===== config.mk =====
export PLATFORM = sky130hd
export DESIGN_NAME = word_serializer
export DESIGN_NICKNAME = d
export VERILOG_FILES = /design/src/rtl/word_serializer.sv
export SDC_FILE = /design/constraint.sdc
export NUM_CORES = 1
export LEC_CHECK = 0
export ABC_CLOCK_PERIOD_IN_PS = 1700
export CAP_MARGIN = 20
export CORE_MARGIN = 5
export CORE_UTILIZATION = 44
export CTS_CLUSTER_DIAMETER = 100
export DETAILED_ROUTE_END_ITERATION = 6
export GPL_TIMING_DRIVEN = 0
export PLACE_DENSITY = 0.75
export SLEW_MARGIN = 10
export SYNTH_ARGS = -nofsm -noshare
export SYNTH_HDL_FRONTEND = slang
export SYNTH_SLANG_ARGS = --single-unit

===== constraint.sdc =====
create_clock -name clk -period 1.7 [get_ports clk]
set_input_delay 0.51 -clock clk [delete_from_list [all_inputs] [get_ports clk]]
set_output_delay 0.51 -clock clk [all_outputs]
set_load 0.01 [all_outputs]

===== src/rtl/word_serializer.sv =====
// word_serializer: accepts a WORD_W word over valid/ready and emits its lanes one beat at a time.
module word_serializer #(
  parameter int WORD_W = 32,
  parameter int LANE_W = 8,
  parameter int MSB_FIRST = 1,
  localparam int LANES = WORD_W / LANE_W,
  localparam int LW = $clog2(LANES) + 1,
  localparam int IW = (LW > 1) ? LW - 1 : 1
)(
  input  logic              clk,
  input  logic              reset,
  input  logic              in_valid,
  output logic              in_ready,
  input  logic [WORD_W-1:0] in_data,
  input  logic [LW-1:0]     in_len,
  output logic              out_valid,
  input  logic              out_ready,
  output logic [LANE_W-1:0] out_data,
  output logic [IW-1:0]     out_idx,
  output logic              out_last
);
  typedef enum logic {IDLE, SEND} state_t;
  state_t state, state_n;
  logic [WORD_W-1:0] shreg;
  logic [LW-1:0] len, eff_len;
  logic take, adv;
  assign out_valid = state == SEND;
  assign adv = out_valid && out_ready;
  assign in_ready = !reset && (state == IDLE || (adv && out_last));
  assign take = in_valid && in_ready;
  assign eff_len = (in_len == '0 || in_len > LW'(LANES)) ? LW'(LANES) : in_len;
  always_ff @(posedge clk)
    if (reset) state <= IDLE;
    else state <= state_n;
  always_comb begin
    state_n = state;
    state_n = take ? SEND : (adv && out_last) ? IDLE : state;
  end
  // shreg holds the lanes not yet emitted, aligned so the next one sits at the emitting end
  always_ff @(posedge clk)
    if (reset) begin
      shreg <= '0;
      len <= '0;
      out_data <= '0;
      out_idx <= '0;
      out_last <= 1'b0;
    end else if (take) begin
      shreg <= (MSB_FIRST != 0) ? in_data << LANE_W : in_data >> LANE_W;
      out_data <= (MSB_FIRST != 0) ? in_data[WORD_W-1 -: LANE_W] : in_data[LANE_W-1:0];
      out_idx <= '0;
      out_last <= eff_len == LW'(1);
      len <= eff_len;
    end else if (adv && !out_last) begin
      shreg <= (MSB_FIRST != 0) ? shreg << LANE_W : shreg >> LANE_W;
      out_data <= (MSB_FIRST != 0) ? shreg[WORD_W-1 -: LANE_W] : shreg[LANE_W-1:0];
      out_idx <= out_idx + 1'b1;
      out_last <= LW'(out_idx) + LW'(2) == len;
    end
endmodule


==> metrics <==
drt total wl 5290 microns; htree depth 2; Main synth FF type dfxtp_1; Worst VDD drop 0.000382 V; Slew Limit Headroom 52.6%; Max Cap Viol 0; number of synthesized register bits 39; initial antenna violation count 0; post-cts hold buffer count 0; clock skew 3.73 ps; largest net degree at the start of global routing 12; routing usage on met1 21.2%; num rows 25; Final TNS setup 0 ps; clk_lat worst skew 290 ps; Fin. Hold Viols 0; fmax 603 MHz; detailed placement HPWL 3690 microns; P per Cell Area 740 mW/mm^2; port buffer count 51; proportion of layout cells with a drive suffix above 1 33.2%; Post-DRT Antenna Nets 0; main area contributors after synthesis dfxtp_1, a311oi_2, nor3_2; Synth top cells by count nand2_1, dfxtp_1, a311oi_2; post-synthesis cell type count 34; Crit path largest cell delay 160 ps; slowest stage cell, crit path clkbuf_8; Die H 78.8 microns; gr usage total 17.1%; Worst Path Required 1190 ps; First-pass DRT Iterations 4; grt ovf 0; Buf/Inv on CP 4; antenna fix cells 0; Synth-to-Final Area Change 38.5%; crit path launch type input pin; Worst path most repeated cell buf_6; Post-synth EDFFs 0; HP Class reg2reg; Worst setup EP type primary output; NumNets Final 320; status finished, final reports clean; total CTS buffers 5; fin crit share 97.6%; Slew Limit Fails 0; die area 0.00620 sq mm; Iteration-0 DRC Markers 102; Net Count, Synth 255; Die W 78.8 microns; CP delay by family, top buffers and inverters; CTS max path bufs 2; Synth area leader dfxtp_1; TritonCTS clock tree done; crit-path cells buf_2 -> buf_6 -> clkbuf_8 -> nor2_4 -> buf_6; Residual DRC 0; CTS Sinks 39; most common cell in the netlist nand2_1; clk slew on worst S/H paths 70 ps; WL/cell 15.8 microns; cell area after synthesis 0.00208 sq mm; yosys warns 0; Most Crowded Layer GR met2; starting density of the core 44.6%; Leak 1.12 nW; core area 0.00466 sq mm; fill count 389; CP Max Fanout 10; Post-Place Worst Slack -1240 ps; Vias 1,797; ys async rst share 0%; post-synth top area share 37.5%; CP Class in2out; first-pass GRT wire length 8490 microns; M2 GR Usage 28.4%; M3 GR Usage 4.42%; Final min period 1660 ps; routed vias/inst 5.38; Worst EP arrival 1150 ps; worst slew pin tran 711 ps; sequential area share after synthesis 37.5%; Synth Instances 215; vias in the first global route 1,839; I/O pins 52; CTS root buf clkbuf_8; final RePlAce weighted congestion 0.783; Setup-failing EPs final 0; syn_area_per_cell 9.68 sq um; setup ws final 40.6 ps
worst reg2reg max path, cell delays in order, from the launching register on:
cell,delay (ps)
dfxtp_4,360
buf_4,130
nand3b_1,170
buf_2,260
nand2_1,110
a311oi_2,260
worst paths after layout:
check | start | end | slack [ps] | cells past startpoint
worst max register to register | out_valid | shreg[23] | 330 | 5
worst min register to register | len[1] | len[1] | 490 | 2
worst min-delay path | len[1] | len[1] | 490 | 2
worst max-delay path | reset | in_ready | 40 | 5
cells by family after synthesis:
family          after synthesis  share of synthesized area, %
flops                        39                          37.5
simple gates                100                          27.2
compound gates               49                          25.7
buf+inv                      23                          7.76
xor+xnor                      3                          1.26
fa+ha+maj                     1                         0.601
what timing repair did:
action,CTS,global route
endpoints found under the setup margin,37,29
buffers inserted,2,5
resized for setup,34,22
pin swaps,3,5
cells in the final DEF (no fill, tap or decap), types with 3 or more instances in the layout:
cell             Yosys  routed
nor3_1               8       7
a21oi_1             10      10
dlymetal6s2s_1       0       9
buf_8                3       3
nand4b_1             3       3
nor2_1               4       3
o211ai_1             8       8
nor3_2              19      20
clkbuf_8             0       7
dlygate4sd2_1        0       4
clkdlybuf4s50_1      0      33
buf_6                3       6
dfxtp_1             39      37
buf_2                9       7
clkbuf_2             0       3
buf_4                2      10
nand2_1             48      48
a311oi_2            24      24
nand3_1              8       8
state kept, by name (all words and copies together) (netlist names):
signal	cells
shreg	24
len	3
out_data	8
out_last	1
out_valid	1
out_idx	2
per-stage QoR:
step / power, mW / area, sq um / util [%] / cells / hold slack [ps]
global route: 2.21 / 2880 / 61.8 / 334 / 519
floorplan: 1.29 / 2080 / - / 215 / 454
detailed placement: 1.48 / 2660 / 57.0 / 320 / 480
finish: 2.13 / 2880 / 61.8 / 334 / 488
global placement: 1.48 / 2660 / 57.0 / 320 / 475
CTS: 2.12 / 2800 / 60.1 / 329 / 488
layout make-up:
class,count,area (sq um),share of cell area (%)
flip-flops and latches,39,786,27.3
multi-input cells,153,1190,41.3
clock buffers,6,82.6,2.87
inverters,2,7.51,0.261
clock inverters,1,5.00,0.174
repair buffers,58,562,19.5
well taps,54,67.6,2.34
plain buffers,21,183,6.34
layer usage:
metal	wire length (microns)	part of all wire (%)
met1	2410	46
met2	2480	47
met3	329	6.2
met4	69	1.3
met5	0	0
power by group:
group          leakage [nW]  switching [mW]  internal (mW)
clock                0.0470           0.316          0.318
sequential            0.321          0.0352          0.972
combinational         0.752           0.235          0.255
Note: power is estimated with default switching activity, not from simulation.
